<file path="config.mk">
export PLATFORM = sky130hd
export DESIGN_NAME = fetch_ctrl
export DESIGN_NICKNAME = d
export VERILOG_FILES = /design/src/rtl/fetch_pkg.sv /design/src/rtl/fetch_ctrl_pc_reg.sv /design/src/rtl/fetch_ctrl.sv
export SDC_FILE = /design/constraint.sdc
export NUM_CORES = 1
export LEC_CHECK = 0
export CAP_MARGIN = 20
export CORE_ASPECT_RATIO = 0.75
export CORE_MARGIN = 2
export CORE_UTILIZATION = 44
export DETAILED_ROUTE_END_ITERATION = 12
export PLACE_DENSITY = 0.86
export SYNTH_ARGS = -nofsm -noshare
export SYNTH_HDL_FRONTEND = slang
export SYNTH_HIERARCHICAL = 1
export SYNTH_SLANG_ARGS = --single-unit
</file>
<file path="constraint.sdc">
create_clock -name clk -period 1.93 [get_ports clk]
set_clock_uncertainty 0.15 [all_clocks]
set_input_delay 0.386 -clock clk [delete_from_list [all_inputs] [get_ports clk]]
set_output_delay 0.386 -clock clk [all_outputs]
set_load 0.1 [all_outputs]
</file>
<file path="src/rtl/fetch_pkg.sv">
// Shared definitions for the instruction fetch controller: state encoding and
// the opcode patterns that steer the fetch sequence.
package fetch_pkg;

  typedef enum logic [1:0] {
    ST_FETCH  = 2'd0,
    ST_IMM    = 2'd1,
    ST_HALTED = 2'd2
  } fetch_state_e;

  localparam logic [1:0] IMM_PREFIX = 2'b01;
  localparam logic [5:0] HLT_OPCODE = 6'b111111;

  function automatic logic is_imm_prefix(input logic [15:0] word);
    return word[15:14] == IMM_PREFIX;
  endfunction

  function automatic logic is_hlt(input logic [15:0] word);
    return word[15:10] == HLT_OPCODE;
  endfunction

endpackage

</file>
<file path="src/rtl/fetch_ctrl_pc_reg.sv">
// Program-counter register with synchronous reset value and load enable.
module pc_reg #(
  parameter int              PC_W     = 32,
  parameter logic [PC_W-1:0] RESET_PC = '0
) (
  input  logic            clk,
  input  logic            rst,
  input  logic            load_en,
  input  logic [PC_W-1:0] pc_d,
  output logic [PC_W-1:0] pc_q
);

  always_ff @(posedge clk) begin
    if (rst) begin
      pc_q <= RESET_PC;
    end else if (load_en) begin
      pc_q <= pc_d;
    end
  end

endmodule

</file>
<file path="src/rtl/fetch_ctrl.sv">
// Instruction fetch controller: walks imem, pairs prefixed instructions with
// their immediate word, and feeds the IF/ID register.
//
//   state     | meaning
//   ST_FETCH  | fetching an instruction word at pc
//   ST_IMM    | prefix word saved, fetching its immediate at pc
//   ST_HALTED | HLT issued; pc frozen until a branch or reset
module fetch_ctrl
  import fetch_pkg::*;
#(
  parameter int              PC_W     = 32,
  parameter logic [PC_W-1:0] RESET_PC = '0
) (
  input  logic            clk,
  input  logic            rst,
  input  logic            stall,
  input  logic            branch_taken,
  input  logic [PC_W-1:0] branch_target,
  input  logic [15:0]     imem_word,
  output logic [PC_W-1:0] pc,
  output logic [15:0]     ifid_instr,
  output logic [15:0]     ifid_imm,
  output logic            ifid_valid,
  output logic            ifid_has_imm,
  output logic            halted
);

  fetch_state_e    state_q, state_d;
  logic [15:0]     saved_q, saved_d;
  logic [15:0]     instr_q, instr_d;
  logic [15:0]     imm_q, imm_d;
  logic            valid_q, valid_d;
  logic            has_imm_q, has_imm_d;
  logic            halted_q, halted_d;
  logic            pc_load;
  logic [PC_W-1:0] pc_d;

  pc_reg #(
    .PC_W    (PC_W),
    .RESET_PC(RESET_PC)
  ) u_pc_reg (
    .clk    (clk),
    .rst    (rst),
    .load_en(pc_load),
    .pc_d   (pc_d),
    .pc_q   (pc)
  );

  always_comb begin
    state_d   = state_q;
    saved_d   = saved_q;
    instr_d   = instr_q;
    imm_d     = imm_q;
    valid_d   = valid_q;
    has_imm_d = has_imm_q;
    pc_load   = 1'b0;
    pc_d      = pc + PC_W'(1);

    if (branch_taken) begin
      pc_load   = 1'b1;
      pc_d      = branch_target;
      state_d   = ST_FETCH;
      saved_d   = '0;
      valid_d   = 1'b0;
      has_imm_d = 1'b0;
    end else if (!stall) begin
      unique case (state_q)
        ST_FETCH: begin
          if (is_imm_prefix(imem_word)) begin
            // Prefix alone is not issuable; emit a bubble until the immediate arrives.
            saved_d   = imem_word;
            pc_load   = 1'b1;
            valid_d   = 1'b0;
            has_imm_d = 1'b0;
            state_d   = ST_IMM;
          end else if (is_hlt(imem_word)) begin
            instr_d   = imem_word;
            valid_d   = 1'b1;
            has_imm_d = 1'b0;
            state_d   = ST_HALTED;
          end else begin
            instr_d   = imem_word;
            valid_d   = 1'b1;
            has_imm_d = 1'b0;
            pc_load   = 1'b1;
          end
        end
        ST_IMM: begin
          instr_d   = saved_q;
          imm_d     = imem_word;
          valid_d   = 1'b1;
          has_imm_d = 1'b1;
          pc_load   = 1'b1;
          saved_d   = '0;
          state_d   = ST_FETCH;
        end
        ST_HALTED: begin
          valid_d = 1'b0;
        end
        default: begin
          state_d = ST_FETCH;
          valid_d = 1'b0;
        end
      endcase
    end

    halted_d = (state_d == ST_HALTED);
  end

  always_ff @(posedge clk) begin
    if (rst) begin
      state_q   <= ST_FETCH;
      saved_q   <= '0;
      instr_q   <= '0;
      imm_q     <= '0;
      valid_q   <= 1'b0;
      has_imm_q <= 1'b0;
      halted_q  <= 1'b0;
    end else begin
      state_q   <= state_d;
      saved_q   <= saved_d;
      instr_q   <= instr_d;
      imm_q     <= imm_d;
      valid_q   <= valid_d;
      has_imm_q <= has_imm_d;
      halted_q  <= halted_d;
    end
  end

  assign ifid_instr   = instr_q;
  assign ifid_imm     = imm_q;
  assign ifid_valid   = valid_q;
  assign ifid_has_imm = has_imm_q;
  assign halted       = halted_q;

endmodule

</file>
Word-level counts from Yosys, hierarchy flattened
Index checks and enable logic that the tools add are counted.
- register bits: 85
- output and inout bits: 67
- logic and storage cells: 43
- add/subtract/negate cells: 1
- equal/unequal tests: 7
- muxes and demuxes: 18
- bitwise gates (word level): 2
- reductions and logical operators: 7
- operators with widths (operator ; count):
    $pmux 16 s2 ; 2
    $add 32x1->32 const B ; 1
    $mux 16 ; 2
    $mux 32 ; 1
    $mux 2 ; 4
    $eq 6x6->1 const B ; 1
    $pmux 1 s2 ; 3
    $reduce_and 3->1 ; 2
    $mux 1 ; 5
    $eq 2x1->1 const B ; 2
    $eq 2x2->1 const B ; 2
    $ne 2x2->1 const B ; 2
    $pmux 2 s2 ; 1
    $reduce_and 4->1 ; 1
    $logic_not 2->1 ; 1
    $not 1->1 ; 2
    $reduce_and 2->1 ; 1
    $reduce_bool 2->1 ; 1
    $reduce_or 2->1 ; 1

Logic depth before layout (Yosys ltp)
- word-level depth: 7
- gate-level depth with buffers: 9
- depth with buffers taken out: 7

Modules after synthesis
Netlist, hierarchy kept.
- by module, submodules not included (module ; times used ; cells each ; area each (µm²)):
    fetch_ctrl ; 1 ; 414 ; 3171.8
    pc_reg ; 1 ; 103 ; 1163.6

Worst setup path before layout
No wires, ideal clock.
- path type: register to register
- start: register u_pc_reg.pc_q[0]
- end: register u_pc_reg.pc_q[30]
- setup time: 0.068 ns
- arrival time: 2.694 ns
- required time: 1.712 ns
- slack: -0.982 ns
- cell stages (with the launch flop): 9
- buffers on the path: 1
- cell sequence: dfxtp_1 -> ha_1 -> and4_1 -> buf_4 -> nand3_2 -> or4_1 -> a31oi_1 -> mux2i_1 -> nor2_1
- longest elaborated chain between the ends: 2
- RTL lines (item ; RTL line ; text):
    start, declared ; fetch_ctrl_pc_reg.sv:10 ; output logic [PC_W-1:0] pc_q
    start signal, assigned ; fetch_ctrl_pc_reg.sv:17 ; pc_q <= pc_d;
    $add 32x1->32 ; fetch_ctrl.sv:57 ; pc_d = pc + PC_W'(1);
    $mux 32 ; fetch_ctrl.sv:59 ; if (branch_taken) begin
    via pc_d[30] ; fetch_ctrl.sv:36 ; logic [PC_W-1:0] pc_d;
The timed path passes the listed nets, and every way through them passes these cells.
A chain may end at the register's enable or synchronous reset.

Worst setup path after layout
- start: register u_pc_reg.pc_q[1]
- end: register u_pc_reg.pc_q[28]
The elaborated chain is that of the path after synthesis.

==> run summary <==
The run finished, with violations left. The checks that failed: negative setup slack. At the end of the flow, the number of nets in the layout was 748. The internal portion of the total power is 3.543 mW.

VDD sags by at most 0.7185 mV. The share of synthesized area occupied by flip-flops and latches was 39.25%; the area enclosed by the die boundary was 10670 um2. The total length of routed wires is 17000 um, and the worst hold path stage count is 2. Dividing the detail-routed wire length by the instance count gives 20.43 um. For the residual DRC count, the log shows 0.

sky130_fd_sc_hd__dfxtp_1 takes more of the synthesized area than any other cell. The smallest setup slack after layout is -0.2215 ns, and the maximum clock path buffer count is 2. From left edge to right edge, the die measures 118.6 um. The H-tree generated during clock tree synthesis spans 3 levels. The power density normalized to cell area is 711.9 nW/um2.

The tools report the fmax as 0.4648 GHz. The run gives 832 as the number of standard cells in the layout, taps in and fillers out. Setup violations remaining at the end of the flow were counted as 21. Cells fill 78.11% of the core in the end. The analysis attributes to cell leakage a power of 3.054 nW.

Relative to the synthesized area, the layout overhead comes to 73.30%. For the relative slew slack, the log shows 52.69%. Setup repair after global routing could not meet its margin everywhere.

After synthesis, the share of flip-flops with an asynchronous set or reset is 0%. In this run, the number of DRC markers left after iteration 0 of detailed routing was 610. Hold is met by 0.3440 ns. The first TritonRoute pass finished after 7 iterations. STA classifies the critical path endpoint as a flip-flop. The core area was 9619 um2; the fraction of synthesized area in multiplexers was 14.57%.

At the pin with the least slew margin, the transition time is 0.7096 ns. Detailed routing inserted a total of 4986 vias. The clock reaches the later pin of the worst-skew pair after 0.34 ns. The net switching power of the design was 1.806 mW; the first-pass GRT wire length was 25050 um. After global routing the overflow that remains totals 0. The area of the mapped netlist came out at 4335 um2. TritonCTS built the clock tree. Per report_power, the combinational group accounts for 29.8% of the total. The initial antenna violation count was 0; the number of ports placed on the die boundary was 119. The detail-routed via count per cell was 5.993; the cell total after placement was 800. The simple logic cell fraction of the synthesized area was 24.85%; the via count of the first global-routing pass was 4959.

In this run the vertical extent of the chip is 89.97 um. The clock drives 85 sinks. The tools report the beginning of the critical path as u_pc_reg/pc_q[1]. The startpoint identified for the worst register-to-register timing path is u_pc_reg/pc_q[1].

The share of the clock period used by the worst path was 111.5%; the switching portion of total power was 33.77%. The total global routing track utilization was 28.55%. The initial utilization of the core area, before any placement, comes to 45.07%.

The routed design could run at a clock period as short as 2.152 ns. When the netlist entered floorplanning its net count stood at 570. The worst hold path belongs to the class flip-flop to flip-flop.

Unique cell type count in the Yosys netlist: 45. After synthesis, the largest area contributor takes up 39.25% of total cell area. For the worst setup path, the data required time is 2.04 ns. The run gives 0 as the number of failing hold endpoints at the final stage. The data arrival at the endpoint of the critical path was 2.26 ns. The fraction of layout instances using a drive strength above 1 works out to 34.14%. The adder-cell share of the synthesized area was 0.2886%. In this run the worst path has a maximum fanout of 4.

The synthesized netlist devotes 13.62% of its cell area to compound gates. Kind of start point of the critical path: a flip-flop. The tools report the total clock buffers created by CTS as 9.

The portion of total power attributed to the clock network is 34.3%, and the number of warning messages in the yosys log is 6. Averaged over all synthesized cells, the footprint is 8.386 um2. The master cell of the clock root buffer was sky130_fd_sc_hd__clkbuf_16. The startpoint identified for the worst hold timing path is ifid_imm[12].

For the count of final max-slew check failures, the log shows 0. In the synthesized netlist the dominant register cell turns out to be sky130_fd_sc_hd__dfxtp_1. In the post-synthesis netlist, the biggest area contributors are sky130_fd_sc_hd__dfxtp_1 (39%), sky130_fd_sc_hd__mux2i_1 (14%), sky130_fd_sc_hd__nor2_1 (7.1%).

In this run, synthesis inferred 0 flip-flops with an integrated enable. The number of rows created at floorplan is 31. Synthesis inferred 85 register bits. During placement, the flow inserted port buffers numbering 118. The maximum number of pins on one net before global-route repair was 66; the path depth of the worst reg2reg path was 7.

Across the run, the number of max-cap violations was 0. The run gives 0 as the number of antenna repair diodes. The xor-xnor portion of the synthesized cell area was 1.818%.

The main combinational cell family by area after synthesis was simple AND/OR/NAND/NOR gates. Synthesis produced a netlist whose cell count is 517. At the end of routability-driven placement, the weighted congestion stood at 0.9314. The critical path is of the flip-flop to flip-flop type.

Clock-pin slew was measured on the worst setup and hold paths at 0.07 ns. Sequential cells burn 35.9% of the power. HPWL after detailed placement: 10480 um. For the remaining number of nets flagged by the antenna check after routing, the log shows 0.
-- synth_stat cells, drive strengths merged (3+ instances only) --
| cell type | n |
|---|---|
| dfxtp | 85 |
| nor2 | 82 |
| mux2i | 62 |
| nand2 | 56 |
| clkbuf | 24 |
| a21oi | 21 |
| a31oi | 17 |
| o21ai | 17 |
| a211oi | 16 |
| buf | 15 |
| and2 | 14 |
| o31ai | 13 |
| or4 | 13 |
| nand4 | 12 |
| nand3 | 11 |
| xor2 | 7 |
| and4 | 6 |
| inv | 6 |
| or3 | 6 |
| and3 | 4 |
| nor2b | 4 |
| nor3b | 4 |
| nor4 | 3 |
-- critical path, cell delays in order (launching register included) --
cell                      delay (ns)
sky130_fd_sc_hd__dfxtp_4        0.36
sky130_fd_sc_hd__ha_4           0.13
sky130_fd_sc_hd__and4_4         0.25
sky130_fd_sc_hd__nand4_1        0.25
sky130_fd_sc_hd__or4_1          0.49
sky130_fd_sc_hd__a31oi_1        0.20
sky130_fd_sc_hd__mux2i_1        0.10
sky130_fd_sc_hd__nor2_1         0.13
-- layer usage --
| layer | share of wire (%) | global-route usage [%] | vias to the layer above |
|---|---|---|---|
| met1 | 37 | 34.53 | 2351 |
| met5 | 0 | 0 | - |
| li1 | - | - | 2193 |
| met3 | 10 | 7.931 | 83 |
| met4 | 4.3 | 10.91 | 0 |
| met2 | 48 | 48.23 | 359 |
-- registers in the layout (all words and copies together) (netlist names) --
signal,cells
ifid_instr,16
ifid_imm,16
halted,1
ifid_has_imm,1
u_pc_reg/pc_q,32
saved_q,16
state_q,2
ifid_valid,1
-- power groups by stage --
stage / Sequential, mW / Clock, mW / Combinational (mW)
floorplan: 2.48 / 0 / 0.325
global placement: 1.95 / 0 / 1.46
detailed placement: 1.95 / 0 / 1.50
CTS: 1.92 / 1.84 / 1.52
global route: 1.93 / 1.91 / 1.65
finish: 1.92 / 1.83 / 1.59
-- worst paths after layout --
path | endpoint | slack, ns
setup reg to reg | u_pc_reg/pc_q[28] | -0.22
hold reg to reg | ifid_imm[12] | 0.34
setup / recovery | u_pc_reg/pc_q[28] | -0.22
hold / removal | ifid_imm[12] | 0.34
-- cell type report --
type	count	area, um2
clock inverters	4	32.53
multi-input cells	387	2591
clock buffers	12	289.0
well taps	132	165.2
inverters	6	22.52
flip-flops and latches	85	1799
repair buffers	206	2614
fillers	558	2106
-- cells by family after synthesis --
| kind of cell | after synthesis |
|---|---|
| buffers and inverters | 45 |
| muxes | 63 |
| DFF | 85 |
| AOI/OAI and AO/OA | 93 |
| and+or+nand+nor | 221 |
| xor gates and xnor gates | 9 |
| adders and majority gates | 1 |
-- through the flow --
step	TNS (ns)	instance area [um2]	setup WS [ns]	power, mW
3_5_place_dp	-16.25	6867	-0.3300	3.456
4_1_cts	-0.3932	7263	-0.09002	5.277
5_1_grt	-3.413	7513	-0.2500	5.484
3_3_place_gp	-11.42	6867	-0.2416	3.410
2_1_floorplan	-3.742	4472	-0.2669	2.804
6_report	-2.079	7513	-0.2215	5.349
-- cell usage in the layout, fill, tap and decap left out, types with 3 or more instances in the layout --
master,Yosys,routed
sky130_fd_sc_hd__a211oi_1,16,16
sky130_fd_sc_hd__and4_4,0,4
sky130_fd_sc_hd__o31ai_2,0,4
sky130_fd_sc_hd__or4_4,0,7
sky130_fd_sc_hd__clkbuf_16,0,12
sky130_fd_sc_hd__dfxtp_1,85,55
sky130_fd_sc_hd__or4_1,13,6
sky130_fd_sc_hd__nor2_1,82,82
sky130_fd_sc_hd__or3_1,6,5
sky130_fd_sc_hd__inv_1,6,6
sky130_fd_sc_hd__buf_12,3,72
sky130_fd_sc_hd__nand4_1,12,12
sky130_fd_sc_hd__clkdlybuf4s50_1,0,50
sky130_fd_sc_hd__xor2_1,7,7
sky130_fd_sc_hd__o21ai_1,0,3
sky130_fd_sc_hd__o21ai_0,17,14
sky130_fd_sc_hd__buf_6,1,7
sky130_fd_sc_hd__nand2_1,56,55
sky130_fd_sc_hd__a31oi_2,0,4
sky130_fd_sc_hd__a31oi_1,17,12
sky130_fd_sc_hd__nand3_1,10,9
sky130_fd_sc_hd__dfxtp_2,0,6
sky130_fd_sc_hd__nor2b_1,4,4
sky130_fd_sc_hd__dfxtp_4,0,24
sky130_fd_sc_hd__a21oi_1,21,21
sky130_fd_sc_hd__mux2i_1,62,60
sky130_fd_sc_hd__o31ai_1,13,8
sky130_fd_sc_hd__buf_4,2,75
sky130_fd_sc_hd__nor3b_1,4,4
sky130_fd_sc_hd__and2_1,14,14
-- what timing repair did --
action	CTS	global route
hold endpoints to repair	0	0
buffers inserted	5	10
pin swaps	13	17
setup endpoints to repair	19	26
gates cloned	0	1
gates resized for setup	12	32
hold buffers	0	0
Power figures use the tool's default switching activity.
